<file path="config.mk">
export PLATFORM = sky130hd
export DESIGN_NAME = alu_shift_unit_flat
export DESIGN_NICKNAME = d
export VERILOG_FILES = /design/src/rtl/alu_shift_if.sv /design/src/rtl/alu_shift_unit.sv /design/src/flat_wrapper.sv
export SDC_FILE = /design/constraint.sdc
export NUM_CORES = 1
export LEC_CHECK = 0
export BUFFER_PORTS_ARGS = -buffer_cell sky130_fd_sc_hd__buf_2
export CAP_MARGIN = 5
export CORE_ASPECT_RATIO = 1.1
export CORE_MARGIN = 1
export CORE_UTILIZATION = 29
export DETAILED_ROUTE_END_ITERATION = 12
export PLACE_DENSITY_LB_ADDON = 0.12
export SYNTH_ARGS = -nofsm -noshare
export SYNTH_HDL_FRONTEND = slang
export SYNTH_SLANG_ARGS = --single-unit
</file>
<file path="constraint.sdc">
create_clock -name clk -period 4.67 [get_ports clk]
set_clock_uncertainty 0.05 [all_clocks]
set_input_delay 0.7005 -clock clk [delete_from_list [all_inputs] [get_ports clk]]
set_output_delay 0.7005 -clock clk [all_outputs]
set_load 0.02 [all_outputs]
</file>
<file path="src/rtl/alu_shift_if.sv">
// Request/response bundle between the execute-stage control and the iterative shifter.
interface alu_shift_if #(parameter int WIDTH = 32);
  logic             start;
  logic [4:0]       alu_code;
  logic [WIDTH-1:0] operand;
  logic [4:0]       shamt;
  logic             flush;
  logic             busy;
  logic             done;
  logic [WIDTH-1:0] result;

  modport master (output start, alu_code, operand, shamt, flush,
                  input  busy, done, result);
  modport slave  (input  start, alu_code, operand, shamt, flush,
                  output busy, done, result);
endinterface

</file>
<file path="src/rtl/alu_shift_unit.sv">
// Iterative SLL/SRL/SRA shifter: STEP positions per cycle, busy/done handshake.
module alu_shift_unit #(
  parameter int WIDTH = 32,
  parameter int STEP  = 1
) (
  input  logic      clk,
  input  logic      rst_n,
  alu_shift_if.slave bus
);
  typedef enum logic {IDLE, SHIFT} state_t;

  localparam logic [4:0] STEP_C = 5'(STEP);
  localparam logic [1:0] OP_SLL = 2'd0;
  localparam logic [1:0] OP_SRL = 2'd1;
  localparam logic [1:0] OP_SRA = 2'd2;

  state_t           state_q, state_d;
  logic [WIDTH-1:0] data_q, result_q, shifted, fill_mask;
  logic [4:0]       cnt_q, s;
  logic [1:0]       op_q, op_dec;
  logic             sign_q, done_q, done_d;
  logic             legal, accept, last;

  always_comb begin
    op_dec = OP_SLL;
    legal  = 1'b1;
    case (bus.alu_code)
      5'b10000: op_dec = OP_SLL;
      5'b10001: op_dec = OP_SRL;
      5'b10010: op_dec = OP_SRA;
      default:  legal  = 1'b0;
    endcase
  end

  assign accept = (state_q == IDLE) && bus.start && legal && !bus.flush;

  // Final step shifts only what remains, so the last cycle may move fewer than STEP bits.
  always_comb begin
    s         = (cnt_q < STEP_C) ? cnt_q : STEP_C;
    last      = (cnt_q <= STEP_C);
    fill_mask = ~({WIDTH{1'b1}} >> s);
    case (op_q)
      OP_SLL:  shifted = data_q << s;
      OP_SRL:  shifted = data_q >> s;
      default: shifted = (data_q >> s) | (fill_mask & {WIDTH{sign_q}});
    endcase
  end

  always_ff @(posedge clk or negedge rst_n) begin
    if (!rst_n) state_q <= IDLE;
    else        state_q <= state_d;
  end

  always_comb begin
    state_d = state_q;
    case (state_q)
      IDLE:    if (accept) state_d = SHIFT;
      SHIFT:   if (last)   state_d = IDLE;
      default: state_d = IDLE;
    endcase
    if (bus.flush) state_d = IDLE;
  end

  always_comb begin
    bus.busy = (state_q == SHIFT);
  end

  assign done_d = (state_q == SHIFT) && last && !bus.flush;

  always_ff @(posedge clk or negedge rst_n) begin
    if (!rst_n) begin
      data_q   <= '0;
      cnt_q    <= '0;
      op_q     <= '0;
      sign_q   <= 1'b0;
      done_q   <= 1'b0;
      result_q <= '0;
    end else begin
      done_q <= done_d;
      if (done_d) result_q <= shifted;
      if (accept) begin
        data_q <= bus.operand;
        cnt_q  <= bus.shamt;
        op_q   <= op_dec;
        sign_q <= bus.operand[WIDTH-1];
      end else if (state_q == SHIFT) begin
        data_q <= shifted;
        cnt_q  <= cnt_q - s;
      end
    end
  end

  assign bus.done   = done_q;
  assign bus.result = result_q;
endmodule
</file>
<file path="src/flat_wrapper.sv">
// flat-port wrapper written by rule: the top's interface ports become plain ports
module alu_shift_unit_flat 
#(
  parameter int WIDTH = 32,
  parameter int STEP  = 1
)
  (clk, rst_n, bus_start, bus_alu_code, bus_operand, bus_shamt, bus_flush, bus_busy, bus_done, bus_result);
  alu_shift_if #(.WIDTH(WIDTH)) bus_i ();
  input  logic clk;
  input  logic rst_n;
  input wire logic [$bits(bus_i.start)-1:0] bus_start;
  input wire logic [$bits(bus_i.alu_code)-1:0] bus_alu_code;
  input wire logic [$bits(bus_i.operand)-1:0] bus_operand;
  input wire logic [$bits(bus_i.shamt)-1:0] bus_shamt;
  input wire logic [$bits(bus_i.flush)-1:0] bus_flush;
  output wire logic [$bits(bus_i.busy)-1:0] bus_busy;
  output wire logic [$bits(bus_i.done)-1:0] bus_done;
  output wire logic [$bits(bus_i.result)-1:0] bus_result;
  assign bus_i.start = bus_start;
  assign bus_i.alu_code = bus_alu_code;
  assign bus_i.operand = bus_operand;
  assign bus_i.shamt = bus_shamt;
  assign bus_i.flush = bus_flush;
  assign bus_busy = bus_i.busy;
  assign bus_done = bus_i.done;
  assign bus_result = bus_i.result;
  alu_shift_unit #(.WIDTH(WIDTH), .STEP(STEP)) u_core (.clk(clk), .rst_n(rst_n), .bus(bus_i));
endmodule
</file>
== Word-level counts from Yosys, hierarchy flattened ==
Cells that the tools add are included.

* Add/sub/neg operators: 1
* Magnitude comparators: 2
* Equality and inequality tests: 4
* Shift-type cells: 3
* Multiplexer cells: 12
* Bitwise logic cells: 4
* Reductions and logical operators: 9

{| class="wikitable"
|+ Operators by type and width
! operator !! count
|-
| 2-to-1 mux 32 bit || 2
|-
| case mux 32 bit (2 select lines) || 1
|-
| bitwise AND 32 bit || 1
|-
| inverter 32 bit || 1
|-
| bitwise OR 32 bit || 1
|-
| left shift 32 x 5 -> 32 bit || 1
|-
| right shift 32 x 5 -> 32 bit || 1
|-
| right shift 32 x 5 -> 32 bit (first input constant) || 1
|-
| equality test 5 bit (second input constant) || 3
|-
| 2-to-1 mux 5 bit || 3
|-
| less-or-equal comparator 5 x 1 -> 1 bit (second input constant) || 1
|-
| logical AND 1 bit || 5
|-
| < comparator 5 x 1 -> 1 bit (second input constant) || 1
|-
| subtractor 5 bit || 1
|-
| 2-to-1 mux 1 bit || 4
|-
| case mux 2 bit (2 select lines) || 1
|-
| OR reduction 3 bit || 1
|-
| equality test 2 x 1 -> 1 bit (second input constant) || 1
|-
| zero test 2 bit || 1
|-
| case mux 1 bit (2 select lines) || 1
|-
| nonzero test 2 bit || 1
|-
| zero test 1 bit || 1
|-
| inverter 1 bit || 1
|}

* Register bits: 74
* Input bits: 46
* Output and inout bits: 34
* Logic and storage cells: 42

== Depth between registers and ports, before layout ==
* Depth in word-level cells: 9
* Mapped depth: 7
* Mapped depth without buffers: 7

== Least setup slack after synthesis ==
Ideal clock, no wire load.

* Kind: input to register
* Start: input port bus_alu_code[3]
* End: register u_core.data_q[31]
* Arrival time: 1886 ps
* Data required time: 4487 ps
* Path slack: 2601 ps
* Cell stages on the path: 5
* Path buffers: 1
* Path through: nor4b_1 > a31oi_1 > clkbuf_1 > a22oi_1 > o31ai_1

* Cells in the longest elaborated chain, start to end: 6

{| class="wikitable"
|+ RTL lines
! item !! line !! RTL
|-
| from (decl) || flat_wrapper.sv:12 || <nowiki>input wire logic [$bits(bus_i.alu_code)-1:0] bus_alu_code;</nowiki>
|-
| equality test 5 bit || alu_shift_unit.sv:27 || <nowiki>case (bus.alu_code)</nowiki>
|-
| OR reduction 3 bit (no line) (*) || - ||
|-
| 2-to-1 mux 1 bit (*) || alu_shift_unit.sv:27 ||
|-
| logical AND 1 bit (*) (2 in a row) || alu_shift_unit.sv:35 || <nowiki>assign accept = (state_q == IDLE) && bus.start && legal && !bus.flush;</nowiki>
|-
| 2-to-1 mux 32 bit or nonzero test 2 bit (tied branches) || - ||
|-
| to (signal assigned) || alu_shift_unit.sv:82 || <nowiki>data_q <= bus.operand;</nowiki>
|-
| to (signal assigned) || alu_shift_unit.sv:87 || <nowiki>data_q <= shifted;</nowiki>
|-
| to (decl) || alu_shift_unit.sv:18 || <nowiki>logic [WIDTH-1:0] data_q, result_q, shifted, fill_mask;</nowiki>
|}

Mark *: on every way between the ends. The rest lies on a longest branch, timed or not.
A chain may end at the register's enable or synchronous reset.

== Worst setup path in the final report ==
* Start: register u_core.state_q, in the netlist u_core.bus.busy
* End: register u_core.data_q[31]

* Cells in the longest elaborated chain, start to end: 5

{| class="wikitable"
|+ RTL lines
! item !! line !! RTL
|-
| from (decl) || alu_shift_unit.sv:17 || <nowiki>state_t state_q, state_d;</nowiki>
|-
| from (signal assigned) || alu_shift_unit.sv:51 || <nowiki>else state_q <= state_d;</nowiki>
|-
| inverter 1 bit || alu_shift_unit.sv:35 ||
|-
| logical AND 1 bit (3 in a row) || alu_shift_unit.sv:35 ||
|-
| 2-to-1 mux 32 bit or nonzero test 2 bit (tied branches) || - ||
|}

Several ways; a longest one is shown, not always the timed one.

==> results by group <==
STA
  • Setup TNS Final: 0 ps
  • RSZ-0062 raised after global routing: no
  • Final Cycle Share: 0.603
  • Final Critical Period: 2810 ps
  • Actual slew at the worst max-slew pin: 1060 ps
  • Final setup vio count: 0
  • Highest Clock Rate: 355 MHz
  • Final Hold Vio Count: 0
  • Fin. max-slew vios: 0
  • Worst rel slew slack: 0.292

Route
  • DRT Wirelength: 8940 um
  • Avg Vias per Cell: 4.98
  • First drt pass iteration count: 4
  • First DRT Iteration DRCs: 115
  • WL/cell: 15.7 um
  • Antenna viol nets, final: 0
  • Via count: 2826
  • DRC viols: 0

Synth
  • Top cells by area, synth: dfrtp_1, mux2i_1, mux2_2
  • Async SR Flop Fraction: 1.00
  • Seq/Total Area, Yosys: 0.507
  • Synthesized flop and latch total: 74
  • Yosys cell types: 34
  • Synth top area share: 0.507
  • Synth warn: 0
  • Net Count, Synth: 389
  • Synthesized area: 3650 sq um
  • Synth cell count leaders: dfrtp_1, nand2_1, o21ai_0, mux2i_1, a22oi_1
  • Most common cell in the netlist: dfrtp_1
  • Largest area contributor in the netlist: dfrtp_1
  • Synth Instances: 342
  • Average size of a mapped cell: 10.7 sq um
  • Ys flop type: dfrtp_1
  • Number of enable flip-flop cells after synthesis: 0

Clock network
  • CTS tree: yes
  • Number of CTS-inserted buffers: 9
  • Clock buffer depth: 2
  • Post-CTS Hold Fix Bufs: 0
  • Num Clock Sinks: 74
  • Clk slew on worst S/H paths: 60 ps
  • CTS root buf: clkbuf_16
  • H-tree depth: 3
  • Clk_lat worst skew: 330 ps
  • Post-cts resize count: 0
  • Setup Fix Bufs, Post-CTS: 0

Worst setup path
  • Max FO, Critical Path: 24
  • Critical path arrival: 3000 ps
  • Worst setup path startpoint: u_core.bus.busy$_DFF_PN0_
  • CP Capture Type: register
  • Setup CP Type: register to register
  • Worst EP required: 4850 ps
  • Worst r2r src: u_core.bus.busy$_DFF_PN0_
  • Startpoint types: register

Place
  • Detailed-placement wirelength estimate: 5770 um
  • Routability cong.: 0.685
  • IO buf count: 79

Hold path
  • Hold path start: u_core.bus.result[26]$_DFFE_PN0P_
  • Hold Path Class: register to register

Floorplanning
  • I/O pins: 80
  • Die area: 13100 sq um
  • Die Y: 120 um
  • Die Wd: 109 um
  • Initial Util: 0.301
  • # rows: 42
  • Core Area: 12100 sq um

Power and ir drop
  • Power Total: 2370 uW
  • Peak supply drop: 0.201 mV
  • Ratio of total power to cell area: 535 nW/um^2
  • Lkg Pwr: 0.00222 uW

Final layout
  • Post-layout util: 0.365
  • Layout cells sized above 1: 0.307
  • Inserted Diodes: 0
  • Nets: 456
  • Area Overhead vs Synth: 21.1%

Job
  • MaxCap Viol Count: 0

Global routing
  • Grt ovf: 0
  • Number of global-route vias before repair: 2715
  • Pin count of the biggest net entering global routing: 75
  • Tot GR Track Use: 0.146
  • Initial antenna violation count: 0
  • First-pass GRT wire length: 14500 um

Run status
  • Status: complete, no violations
## flip-flops by register name, indices dropped and copies added, names as in the netlist
signal and flops:
u_core.bus.busy 1, u_core.bus.done 1, u_core.bus.result 32, u_core.cnt_q 5
u_core.data_q 32, u_core.op_q 2, u_core.sign_q 1
## report_power, final
group	total [uW]	internal, uW	switching (uW)
Combinational	692	349	344
Clock	731	473	259
Sequential	943	793	150
## metal layers
metal | wire length, um | part of all wire | up-vias | track usage
met5 | 0 | 0 | - | 0
met4 | 110 | 0.012 | 0 | 0.0507
met3 | 392 | 0.044 | 10 | 0.0326
met2 | 4240 | 0.47 | 69 | 0.221
met1 | 4200 | 0.47 | 1379 | 0.204
li1 | - | - | 1368 | -
## cell type report
type,count,area [sq um]
inverters,8,30.0
multi-input cells,235,1620
flip-flops and latches,74,1850
clock buffers,15,288
fillers,1236,7710
clock inverters,1,30.0
repair buffers,81,413
well taps,154,193
## path summary, 6_finish.rpt
check,slack (ps),to,depth (start not counted)
min reg2reg,430,u_core.bus.result[26]$_DFFE_PN0P_,2
min,430,u_core.bus.result[26]$_DFFE_PN0P_,2
min in group asynchronous,480,u_core.op_q[0]$_DFFE_PN0N_,1
max in group asynchronous,3480,u_core.data_q[15]$_DFFE_PN0P_,1
max,1860,u_core.data_q[31]$_DFFE_PN0P_,5
max reg2reg,1860,u_core.data_q[31]$_DFFE_PN0P_,5
## worst max-delay path: stages, from the launching register on
cell and delay (ps):
dfrtp_1 490, nor4b_1 730, and3_1 750, buf_4 400, a22oi_1 140, o31ai_1 130
## per-stage QoR
stage / std cells / instance area, sq um / hold slack, ps / setup WS [ps]
2_1_floorplan: 342 / 3650 / 355 / 2600
3_3_place_gp: 552 / 4110 / 411 / 1540
3_5_place_dp: 552 / 4110 / 420 / 1470
4_1_cts: 568 / 4430 / 436 / 1760
5_1_grt: 568 / 4430 / 456 / 1470
6_report: 568 / 4430 / 427 / 1860
## layout by cell type (no fill, tap or decap), drive strengths merged, types with 7 or more instances in the layout
master   n
buf     81
dfrtp   74
o21ai   64
nand2   42
mux2i   34
a22oi   32
mux2    26
clkbuf  15
inv      7
nor2     7
## cell families (layout without fill, tap and decap cells)
family / count (synthesis) / count (layout) / synth area share
AO/OA/AOI/OAI: 110 / 110 / 0.180
XOR/XNOR: 1 / 1 / 0.00240
adder cells (fa/ha/maj): 1 / 1 / 0.00342
buffers and inverters: 33 / 105 / 0.0561
flip-flops: 74 / 74 / 0.507
multiplexers: 60 / 60 / 0.173
AND/OR/NAND/NOR: 63 / 63 / 0.0781
No activity file was read; power rests on OpenSTA's default activity.
